### config.mk
export PLATFORM = sky130hd
export DESIGN_NAME = axi4_w_burst_buffer
export DESIGN_NICKNAME = d
export VERILOG_FILES = /design/src/rtl/axi4_w_burst_buffer.sv
export SDC_FILE = /design/constraint.sdc
export NUM_CORES = 1
export LEC_CHECK = 0
export BUFFER_PORTS_ARGS = -buffer_cell sky130_fd_sc_hd__buf_2
export CAP_MARGIN = 20
export CELL_PAD_IN_SITES_DETAIL_PLACEMENT = 1
export CELL_PAD_IN_SITES_GLOBAL_PLACEMENT = 2
export CORE_MARGIN = 3
export CORE_UTILIZATION = 50
export DETAILED_ROUTE_END_ITERATION = 12
export PLACE_DENSITY_LB_ADDON = 0.1
export RECOVER_POWER = 100
export SETUP_SLACK_MARGIN = 0.4
export SYNTH_ARGS = -nofsm -noshare
export SYNTH_HDL_FRONTEND = slang
export SYNTH_SLANG_ARGS = --single-unit
### constraint.sdc
create_clock -name axi4_aclk -period 11.6 [get_ports axi4_aclk]
set_clock_uncertainty 0.15 [all_clocks]
set_input_delay 0 -clock axi4_aclk [delete_from_list [all_inputs] [get_ports axi4_aclk]]
set_output_delay 0 -clock axi4_aclk [all_outputs]
set_load 0.01 [all_outputs]
### src/rtl/axi4_w_burst_buffer.sv
// AXI4 W-channel beat buffer with optional burst store-and-forward (STORE_FWD=1).
// Optional statistics ports (fill_level, burst_cnt) are built when AXI4_W_BUF_STATS_EN is defined.
module axi4_w_burst_buffer #(
  parameter int AXI_DATA_WIDTH = 32,
  parameter int AXI_USER_WIDTH = 4,
  parameter int BUFFER_DEPTH   = 8,
  parameter int STORE_FWD      = 0
) (
  input  logic                                 axi4_aclk,
  input  logic                                 axi4_arst,
  input  logic [AXI_DATA_WIDTH-1:0]            s_axi4_wdata,
  input  logic [AXI_DATA_WIDTH/8-1:0]          s_axi4_wstrb,
  input  logic                                 s_axi4_wlast,
  input  logic [AXI_USER_WIDTH-1:0]            s_axi4_wuser,
  input  logic                                 s_axi4_wvalid,
  output logic                                 s_axi4_wready,
  output logic [AXI_DATA_WIDTH-1:0]            m_axi4_wdata,
  output logic [AXI_DATA_WIDTH/8-1:0]          m_axi4_wstrb,
  output logic                                 m_axi4_wlast,
  output logic [AXI_USER_WIDTH-1:0]            m_axi4_wuser,
  output logic                                 m_axi4_wvalid,
  input  logic                                 m_axi4_wready,
`ifdef AXI4_W_BUF_STATS_EN
  output logic [$clog2(BUFFER_DEPTH+1)-1:0]    fill_level,
  output logic [$clog2(BUFFER_DEPTH+1)-1:0]    burst_cnt,
`endif
  output logic                                 o_fsm_state
);

  localparam int SW = AXI_DATA_WIDTH / 8;
  localparam int AW = $clog2(BUFFER_DEPTH);
  localparam int CW = $clog2(BUFFER_DEPTH + 1);
  localparam int EW = AXI_USER_WIDTH + SW + AXI_DATA_WIDTH + 1;

  localparam logic [0:0] ST_HOLD = 1'b0;
  localparam logic [0:0] ST_FWD  = 1'b1;

  // Handshake: a beat transfers on a side in any cycle where valid && ready on that side.
  // Neither ready nor valid depends combinationally on the opposite side of the buffer.
  logic [EW-1:0] r_mem [BUFFER_DEPTH];
  logic [AW-1:0] r_wr_ptr;
  logic [AW-1:0] r_rd_ptr;
  logic [CW-1:0] r_count;
  logic [CW-1:0] r_bursts;
  logic [0:0]    r_state;

  logic          w_full;
  logic          w_empty;
  logic          w_push;
  logic          w_pop;
  logic          w_mvalid;
  logic [EW-1:0] w_head;
  logic [EW-1:0] w_out;
  logic          w_burst_inc;
  logic          w_burst_dec;

  assign w_full      = (r_count == CW'(BUFFER_DEPTH));
  assign w_empty     = (r_count == '0);
  assign w_head      = r_mem[r_rd_ptr];
  assign w_push      = s_axi4_wvalid && s_axi4_wready;
  assign w_pop       = w_mvalid && m_axi4_wready;
  assign w_burst_inc = w_push && s_axi4_wlast;
  assign w_burst_dec = w_pop && w_head[0];

  // In HOLD only complete bursts are released; FWD drains an oversized burst.
  always_comb begin
    w_mvalid = !w_empty;
    if (STORE_FWD != 0 && r_state == ST_HOLD) begin
      w_mvalid = !w_empty && (r_bursts != '0);
    end
  end

  assign s_axi4_wready = !axi4_arst && !w_full;
  assign m_axi4_wvalid = w_mvalid;
  assign w_out         = w_mvalid ? w_head : '0;
  assign {m_axi4_wuser, m_axi4_wstrb, m_axi4_wdata, m_axi4_wlast} = w_out;
  assign o_fsm_state   = r_state;

  always_ff @(posedge axi4_aclk) begin
    if (w_push) begin
      r_mem[r_wr_ptr] <= {s_axi4_wuser, s_axi4_wstrb, s_axi4_wdata, s_axi4_wlast};
    end
  end

  always_ff @(posedge axi4_aclk) begin
    if (axi4_arst) begin
      r_wr_ptr <= '0;
      r_rd_ptr <= '0;
      r_count  <= '0;
      r_bursts <= '0;
    end else begin
      if (w_push) r_wr_ptr <= r_wr_ptr + AW'(1);
      if (w_pop)  r_rd_ptr <= r_rd_ptr + AW'(1);
      if (w_push && !w_pop) begin
        r_count <= r_count + CW'(1);
      end else if (w_pop && !w_push) begin
        r_count <= r_count - CW'(1);
      end
      if (w_burst_inc && !w_burst_dec) begin
        r_bursts <= r_bursts + CW'(1);
      end else if (w_burst_dec && !w_burst_inc) begin
        r_bursts <= r_bursts - CW'(1);
      end
    end
  end

  // Escape to FWD when the buffer is full of a burst that has no wlast yet.
  always_ff @(posedge axi4_aclk) begin
    if (axi4_arst) begin
      r_state <= ST_HOLD;
    end else if (STORE_FWD != 0) begin
      case (r_state)
        ST_HOLD: if (w_full && r_bursts == '0) r_state <= ST_FWD;
        ST_FWD:  if (w_burst_dec) r_state <= ST_HOLD;
        default: r_state <= ST_HOLD;
      endcase
    end
  end

`ifdef AXI4_W_BUF_STATS_EN
  assign fill_level = r_count;
  assign burst_cnt  = r_bursts;
`endif

endmodule

### Yosys cells after proc, flatten, opt, wreduce, memory -nomap -nowiden

Memories as Yosys holds them, arrays and structs flattened. A register that Yosys moved wholly into a read port is not among the register bits.
Index checks and enable logic that the tools add are counted.

* register bits: 10
* bits in writable memories: 328
* bits of input ports: 45
* output and inout bits: 44
* logic and storage cells: 28
* memories kept: 1

Memories
* r_mem: depth 8, width 41, read ports 1, clocked after memory_dff 1, wr ports 1, RTL line 40 `logic [EW-1:0] r_mem [BUFFER_DEPTH];`

* add/sub/neg operators: 4
* equal/unequal tests: 1
* multiplexer cells: 7
* reduce and logical (&&, ||, !) cells: 12

Operator list (count)
* 2-to-1 mux 41 bit: 1
* 2-to-1 mux 4 bit: 2
* adder 3 x 1 -> 3 bit, second input constant: 2
* 2-to-1 mux 3 bit: 2
* logical AND 1 bit: 5
* logical NOT 1 bit: 5
* adder 4 x 1 -> 4 bit, second input constant: 1
* == test 4 bit, second input constant: 1
* logical NOT 4 bit: 1
* subtractor 4 x 1 -> 4 bit, second input constant: 1
* 2-to-1 mux 1 bit: 2
* nonzero test 2 bit: 1

### Logic depth before layout (Yosys ltp)

Gate-level depths: netlist of run 1.

* word-level depth: 8
* gate-level depth with buffers: 11
* mapped depth without buffers: 11

### Worst setup path before layout of run 1

OpenSTA, ideal clock, no wires.

* path kind: reg2reg
* start: reg r_count[0]
* end: mem r_mem[0][0] (netlist bit), enable pin
* setup time: 0.541 ns
* arrival: 4.707 ns
* data required time: 10.909 ns
* setup slack: 6.201 ns
* stages on the path, launching flop included: 5
* buffers on the path: 0
* clock period less this slack: 5.399 ns
* cell sequence: dfxtp_1 > or4b_1 > and2_4 > nand2_4 > nor4_1

* longest elaborated chain between the ends: 6

Ends and longest elaborated chain
* start, declared: RTL line 43 `logic [CW-1:0] r_count;`
* start signal, assigned: RTL line 95 `r_count <= r_count + CW'(1);`
* start signal, assigned: RTL line 97 `r_count <= r_count - CW'(1);`
* == test 4 bit: RTL line 57 `assign w_full = (r_count == CW'(BUFFER_DEPTH));`
* logical NOT 1 bit: RTL line 73 `assign s_axi4_wready = !axi4_arst && !w_full;`
* logical AND 1 bit: RTL line 73
* via s_axi4_wready: RTL line 16 `output logic s_axi4_wready,`
* logical AND 1 bit: RTL line 60 `assign w_push = s_axi4_wvalid && s_axi4_wready;`
* 2-to-1 mux 1 bit: RTL line 80 `if (w_push) begin`
* 2-to-1 mux 1 bit (not written as such): RTL line 81 `r_mem[r_wr_ptr] <= {s_axi4_wuser, s_axi4_wstrb, s_axi4_wdata, s_axi4_wlast};`
* end, declared: RTL line 40

The timed path passes the listed nets, and every way through them passes these cells.

### Final worst setup path of run 1

* start: reg r_count[0]
* end: mem r_mem[6][35] (netlist bit), enable pin

* longest elaborated chain between the ends: 6

Ends and longest elaborated chain
* == test 4 bit: RTL line 57
* logical NOT 1 bit: RTL line 73
* logical AND 1 bit: RTL line 73
* logical AND 1 bit: RTL line 60
* via w_push: RTL line 49 `logic w_push;`
* 2-to-1 mux 1 bit: RTL line 80
* 2-to-1 mux 1 bit (not written as such): RTL line 81

The timed path passes the listed nets, and every way through them passes these cells.

==> results of run 1 <==
[power by group]
group	internal, W	switching, W	leakage (nW)
Combinational	0.000255	0.000312	1.08
Clock	0.000605	0.000430	0.511
Sequential	0.00139	0.0000429	3.07
Total	0.00225	0.000785	4.66
[registers in the layout, summed over array words and instances, names as in the netlist, named ones only]
| register | cells |
|---|---|
| r_count | 4 |
| r_mem | 328 |
| r_rd_ptr | 3 |
| r_wr_ptr | 3 |
[critical path, delay by kind of cell, from the launching register on]
kind / cells / cell delay, ps
DFF: 1 / 450
and+or+nand+nor: 5 / 2150
buffers and inverters: 2 / 1830
[worst paths after layout]
check | slack, ps | start | endpoint
setup / recovery | 6570 | r_count[0] | r_mem[6][35]
hold reg to reg | 410 | r_rd_ptr[0] | flip-flop
setup reg to reg | 6570 | r_count[0] | r_mem[6][35]
hold / removal | 240 | axi4_arst | flip-flop
[kinds of logic (layout without fill, tap and decap cells)]
kind of cell | count (synthesis) | count (layout) | share of synthesized area
mux | 125 | 125 | 0.174
other cells | 1 | 2 | 0.000286
fa+ha+maj | 6 | 6 | 0.00629
compound gates | 6 | 6 | 0.00257
xor+xnor | 6 | 6 | 0.00458
simple gates | 77 | 77 | 0.0261
buf+inv | 34 | 211 | 0.0160
flops | 341 | 341 | 0.770
[repair_timing]
| action | CTS | global route |
|---|---|---|
| hold endpoints to repair | 341 | 0 |
| hold buffers | 45 | 0 |
| resized for setup | 0 | 0 |
[metrics by stage]
| stage | instance area [um2] | util | setup WS, ps |
|---|---|---|---|
| after floorplan | 13100 | - | 6200 |
| after global placement | 13900 | 0.547 | 8460 |
| after detailed placement | 13900 | 0.547 | 8400 |
| after CTS | 15400 | 0.606 | 7870 |
| after global routing | 15300 | 0.599 | 6160 |
| final | 15300 | 0.599 | 6570 |
[cell usage in the layout, fill, tap and decap left out, types with 7 or more instances in the layout]
master / count
sky130_fd_sc_hd__clkbuf_1: 105
sky130_fd_sc_hd__clkbuf_16: 37
sky130_fd_sc_hd__clkinv_1: 8
sky130_fd_sc_hd__dfxtp_1: 10
sky130_fd_sc_hd__dlygate4sd3_1: 45
sky130_fd_sc_hd__edfxtp_1: 328
sky130_fd_sc_hd__mux2i_1: 42
sky130_fd_sc_hd__mux4_2: 82
sky130_fd_sc_hd__nand2_1: 7
sky130_fd_sc_hd__nor2_1: 55
[layout make-up]
class	instances	share of cell area
flip-flops and latches	341	0.663
multi-input cells	221	0.183
clock buffers	49	0.0636
repair buffers	146	0.0568
well taps	330	0.0271
clock inverters	12	0.00500
inverters	4	0.00107
diodes	1	0.000164
[metal layers]
metal / global-route usage / up-vias / part of all wire
li1: - / 2752 / -
met1: 0.278 / 3375 / 0.43
met2: 0.339 / 158 / 0.51
met3: 0.0355 / 36 / 0.052
met4: 0.0402 / 0 / 0.016
met5: 0 / - / 0
==> qor.log, run 1 <==
[status] run status finished with violations
[status] violations in the final reports max-capacitance violations, max-slew violations
[synthesis] share of the yosys chip area belonging to registers 0.770
[global_route] maximum number of pins on one net before global-route repair 49
[placed_design] final HPWL from detailed placement 14.3 mm
[synthesis] most instantiated cells after synthesis 328 x sky130_fd_sc_hd__edfxtp_1, 82 x sky130_fd_sc_hd__mux4_2, 55 x sky130_fd_sc_hd__nor2_1
[timing] final setup fails 0
[detailed_routing] vias 6,321
[floorplan] top-level I/O count 89
[synthesis] most repeated cell in the gate-level netlist after synthesis sky130_fd_sc_hd__edfxtp_1
[finish] area taken by flip-flops and latches 0.0101 mm2
[setup_path] required time of the critical path 11,530 ps
[timing] endpoints failing hold 0
[detailed_routing] post-route antenna net violation count 0
[clocking] CTS H-Tree Depth 2
[detailed_routing] Post-route DRC 0
[timing] remaining max-slew budget at the tightest pin -1.13
[clocking] total setup buffers inserted after CTS 0
[floorplan] Die Outline Area 0.0282 mm2
[finish] total area of multi-input combinational cells 0.00279 mm2
[setup_path] CP peak stage delay 1600 ps
[pwr] overall power of the completed layout 0.00304 W
[finish] Final #Nets 801
[setup_path] CP most frequent cell sky130_fd_sc_hd__nand2_1
[pwr] Power Dens Cells 199 mW/mm2
[floorplan] chip width 168 um
[setup_path] slowest CP cell sky130_fd_sc_hd__clkbuf_1
[setup_path] endpoint kind of the worst setup timing path flip-flop
[floorplan] row cnt 58
[finish] Final Instance Count excl. Fillers 1,104
[finish] layout overhead on the synthesized area 16.3%
[detailed_routing] Avg Vias per Cell 5.73
[detailed_routing] sum of routed wire length over all layers 27.5 mm
[setup_path] r2r worst-path depth 7
[synthesis] largest cells by area after synthesis sky130_fd_sc_hd__edfxtp_1 75%, sky130_fd_sc_hd__mux4_2 14%, sky130_fd_sc_hd__mux2i_1 3.2%, sky130_fd_sc_hd__dfxtp_1 2.0%, sky130_fd_sc_hd__nor2_1 1.6%
[synthesis] number of enable flip-flop cells after synthesis 328
[min_path] HP Class input pin to flip-flop
[clocking] buffer depth of the longest clock path 3
[global_route] remaining global-route overflow 0
[synthesis] primary flip-flop cell chosen by synthesis mapping sky130_fd_sc_hd__edfxtp_1
[timing] final-layout worst hold slack 239 ps
[timing] final cycle utilization of the critical path 0.433
[global_route] number of global-route vias before repair 7,190
[clocking] Reg clk slew, reported paths 60 ps
[placed_design] routability congestion estimate from global placement 0.715
[clocking] clock latency of the later-clocked register in the worst-skew pair 490 ps
[synthesis] biggest area consumer among synthesized cells sky130_fd_sc_hd__edfxtp_1
[detailed_routing] wire length per cell 24.9 um
[detailed_routing] 1st-pass router iterations 5
[global_route] number of antenna violations at the first check in global routing 1
[synthesis] count of yosys warnings during synthesis 0
[synthesis] average cell area after synthesis 22.0 um2
[floorplan] height of the die 168 um
[global_route] overall track demand over capacity in global routing 0.200
[placed_design] number of buffers added on ports 87
[setup_path] crit path launch type flip-flop
[synthesis] synthesized net count 647
[timing] transition time of the tightest slew-check pin 3200 ps
[synthesis] Post-Synthesis Cells 596
[timing] RSZ-0062 raised after global routing false
[floorplan] Initial Util 0.515
[setup_path] critical path fanouts, max 25
[pwr] Leak 4.66 nW
[clocking] clock net sink count 341
[finish] fillcell total 2,198
[finish] fraction of layout instances using a drive strength above 1 0.179
[timing] Setup TNS 0 ps
[timing] count of pins over their slew limit 336
[clocking] clock tree from TritonCTS built
[placed_design] instance count after placement with tap cells included 996
[global_route] wire length of the first global-routing pass 42.8 mm
[min_path] Min-Delay Path Depth 3
[clocking] root buffer selected by CTS sky130_fd_sc_hd__clkbuf_16
[detailed_routing] Iter 0 DRT Violations 550
[synthesis] area of the mapped netlist 0.0131 mm2
[run] total of max-cap violations 12
[setup_path] cells traversed along the worst timing path or4b_1 -> and2_0 -> nand2_1 -> clkinvlp_2 -> nand2_1 -> nor2_1 -> clkbuf_1
[timing] FMAX 199 MHz
[clocking] number of CTS-inserted buffers 36
[synthesis] count of state elements after synthesis 341
[synthesis] proportion of netlist area held by the largest area contributor 0.751
[synthesis] Synth async-reset ratio 0
[timing] minimum clock period 5030 ps
[setup_path] Worst EP arrival 4960 ps
[setup_path] kind of critical path flip-flop to flip-flop
[floorplan] core box area 0.0255 mm2
[pwr] worst vdd ir 201 uV
[synthesis] distinct cell type count of the synthesized netlist 36
Note: power is estimated with default switching activity, not from simulation.
==> run 2: changes to the inputs <==
--- a/config.mk
+++ b/config.mk
@@ -10,7 +10,7 @@
 export CELL_PAD_IN_SITES_DETAIL_PLACEMENT = 1
 export CELL_PAD_IN_SITES_GLOBAL_PLACEMENT = 2
 export CORE_MARGIN = 3
-export CORE_UTILIZATION = 50
+export CORE_UTILIZATION = 47
 export DETAILED_ROUTE_END_ITERATION = 12
 export PLACE_DENSITY_LB_ADDON = 0.1
 export RECOVER_POWER = 100
==> constraint.sdc (replaced) <==
create_clock -name axi4_aclk -period 5.2 [get_ports axi4_aclk]
set_clock_uncertainty 0.15 [all_clocks]
set_input_delay 0 -clock axi4_aclk [delete_from_list [all_inputs] [get_ports axi4_aclk]]
set_output_delay 0 -clock axi4_aclk [all_outputs]
set_load 0.01 [all_outputs]
==> qor.log, run 2 (synthesis gave the netlist of run 1 again) <==
[status] run status finished with violations
[status] violations in the final reports max-capacitance violations, max-slew violations
[placed_design] instance count after placement with tap cells included 1,041
[clocking] total setup buffers inserted after CTS 0
[detailed_routing] Iter 0 DRT Violations 460
[floorplan] chip width 173 um
[detailed_routing] sum of routed wire length over all layers 27.5 mm
[floorplan] top-level I/O count 89
[setup_path] r2r worst-path depth 7
[min_path] HP Class input pin to flip-flop
[pwr] worst vdd ir 304 uV
[setup_path] crit path launch type flip-flop
[run] total of max-cap violations 6
[clocking] clock net sink count 341
[clocking] buffer depth of the longest clock path 3
[global_route] maximum number of pins on one net before global-route repair 51
[detailed_routing] vias 6,297
[timing] transition time of the tightest slew-check pin 2570 ps
[detailed_routing] Avg Vias per Cell 5.46
[clocking] number of CTS-inserted buffers 37
[detailed_routing] Post-route DRC 0
[finish] Largest register FFs 328
[clocking] clock latency of the later-clocked register in the worst-skew pair 500 ps
[clocking] clock tree from TritonCTS built
[clocking] CTS H-Tree Depth 2
[finish] most frequent standard cell in the layout excluding fill and tap cells sky130_fd_sc_hd__edfxtp_1
[timing] endpoints failing hold 0
[timing] Setup TNS 0 ps
[floorplan] Die Outline Area 0.0300 mm2
[timing] final cycle utilization of the critical path 0.722
[timing] minimum clock period 3750 ps
[finish] most frequent cells in the layout 328 x sky130_fd_sc_hd__edfxtp_1, 94 x sky130_fd_sc_hd__clkbuf_1, 82 x sky130_fd_sc_hd__mux4_2
[floorplan] height of the die 173 um
[placed_design] post-placement cell area 0.0140 mm2
[finish] antenna cell count 0
[finish] area taken by flip-flops and latches 0.0101 mm2
[floorplan] core box area 0.0272 mm2
[detailed_routing] 1st-pass router iterations 5
[setup_path] required time of the critical path 5160 ps
[floorplan] Initial Util 0.483
[finish] fraction of layout instances using a drive strength above 1 0.201
[global_route] number of antenna violations at the first check in global routing 0
[floorplan] row cnt 60
[placed_design] routability congestion estimate from global placement 0.724
[timing] final setup fails 0
[finish] Final #Nets 805
[setup_path] Worst EP arrival 3720 ps
[timing] FMAX 266 MHz
[global_route] remaining global-route overflow 0
[placed_design] final HPWL from detailed placement 14.8 mm
[min_path] Min-Delay Path Depth 3
[setup_path] kind of critical path flip-flop to flip-flop
[clocking] Resized Gates After CTS 0
[global_route] number of global-route vias before repair 7,056
[detailed_routing] wire length per cell 23.8 um
[finish] registers with the most flip-flops r_mem: 328 flops, r_count: 4 flops
[setup_path] critical path fanouts, max 24
[clocking] root buffer selected by CTS sky130_fd_sc_hd__clkbuf_16
[finish] fillcell total 2,449
[placed_design] number of buffers added on ports 87
[finish] Final Instance Count excl. Fillers 1,154
[pwr] Leak 4.77 nW
[pwr] Power Dens Cells 453 mW/mm2
[detailed_routing] post-route antenna net violation count 0
[finish] layout overhead on the synthesized area 17.9%
[finish] final core area utilization 0.569
[global_route] overall track demand over capacity in global routing 0.187
[finish] Post-Layout Inst Area 0.0155 mm2
[finish] Biggest register r_mem
[timing] count of pins over their slew limit 150
[setup_path] endpoint kind of the worst setup timing path flip-flop
[clocking] Reg clk slew, reported paths 60 ps
[timing] remaining max-slew budget at the tightest pin -0.716
[finish] total area of multi-input combinational cells 0.00280 mm2
[global_route] wire length of the first global-routing pass 42.5 mm
[timing] RSZ-0062 raised after global routing false
==> run 2: layout make-up <==
cell class	instances	area share
flip-flops and latches	341	0.654
repair buffers	149	0.0578
inverters	4	0.00105
clock inverters	21	0.0116
multi-input cells	221	0.181
well taps	372	0.0301
clock buffers	46	0.0648
==> run 2: path summary, 6_finish.rpt <==
path                            slack (ps)           end   startpoint
worst min register to register         390   r_rd_ptr[2]  r_rd_ptr[2]
worst max-delay path                  1450  r_mem[7][27]   r_count[0]
worst max register to register        1450  r_mem[7][27]   r_count[0]
worst min-delay path                   210     flip-flop    axi4_arst
==> run 2: what timing repair did <==
action / 4_1_cts / 5_1_grt
endpoints found under the hold margin: 341 / 0
setup endpoints to repair: 0 / 0
hold buffers: 45 / 0
==> run 2: worst max-delay path, stage by stage, from the launching register on <==
cell	delay, ps
sky130_fd_sc_hd__dfxtp_1	440
sky130_fd_sc_hd__or4b_1	160
sky130_fd_sc_hd__and2_0	160
sky130_fd_sc_hd__nand2_1	150
sky130_fd_sc_hd__clkinvlp_2	240
sky130_fd_sc_hd__nand2_1	220
sky130_fd_sc_hd__nor2_4	770
sky130_fd_sc_hd__clkbuf_1	1070
==> run 2: report_power, final <==
group | switching (W) | internal, W | total, W | leakage (nW)
clock | 0.00101 | 0.00152 | 0.00253 | 0.586
sequential | 0.0000997 | 0.00311 | 0.00321 | 3.07
combinational | 0.000699 | 0.000573 | 0.00127 | 1.12
==> run 2: metrics by stage <==
stage               power [W]  setup WS, ps  hold WS (ps)
floorplan             0.00413           800         -51.1
global placement      0.00454          2070           110
detailed placement    0.00459          1950           121
CTS                   0.00717          1840           115
global route          0.00734          1110           238
finish                0.00701          1450           209
==> run 2: per-layer routing <==
layer | share of wire | routed length [um] | GRT usage
met1 | 0.45 | 12300 | 0.264
met2 | 0.50 | 13600 | 0.308
met3 | 0.042 | 1160 | 0.0325
met4 | 0.014 | 393 | 0.0456
met5 | 0 | 0 | 0
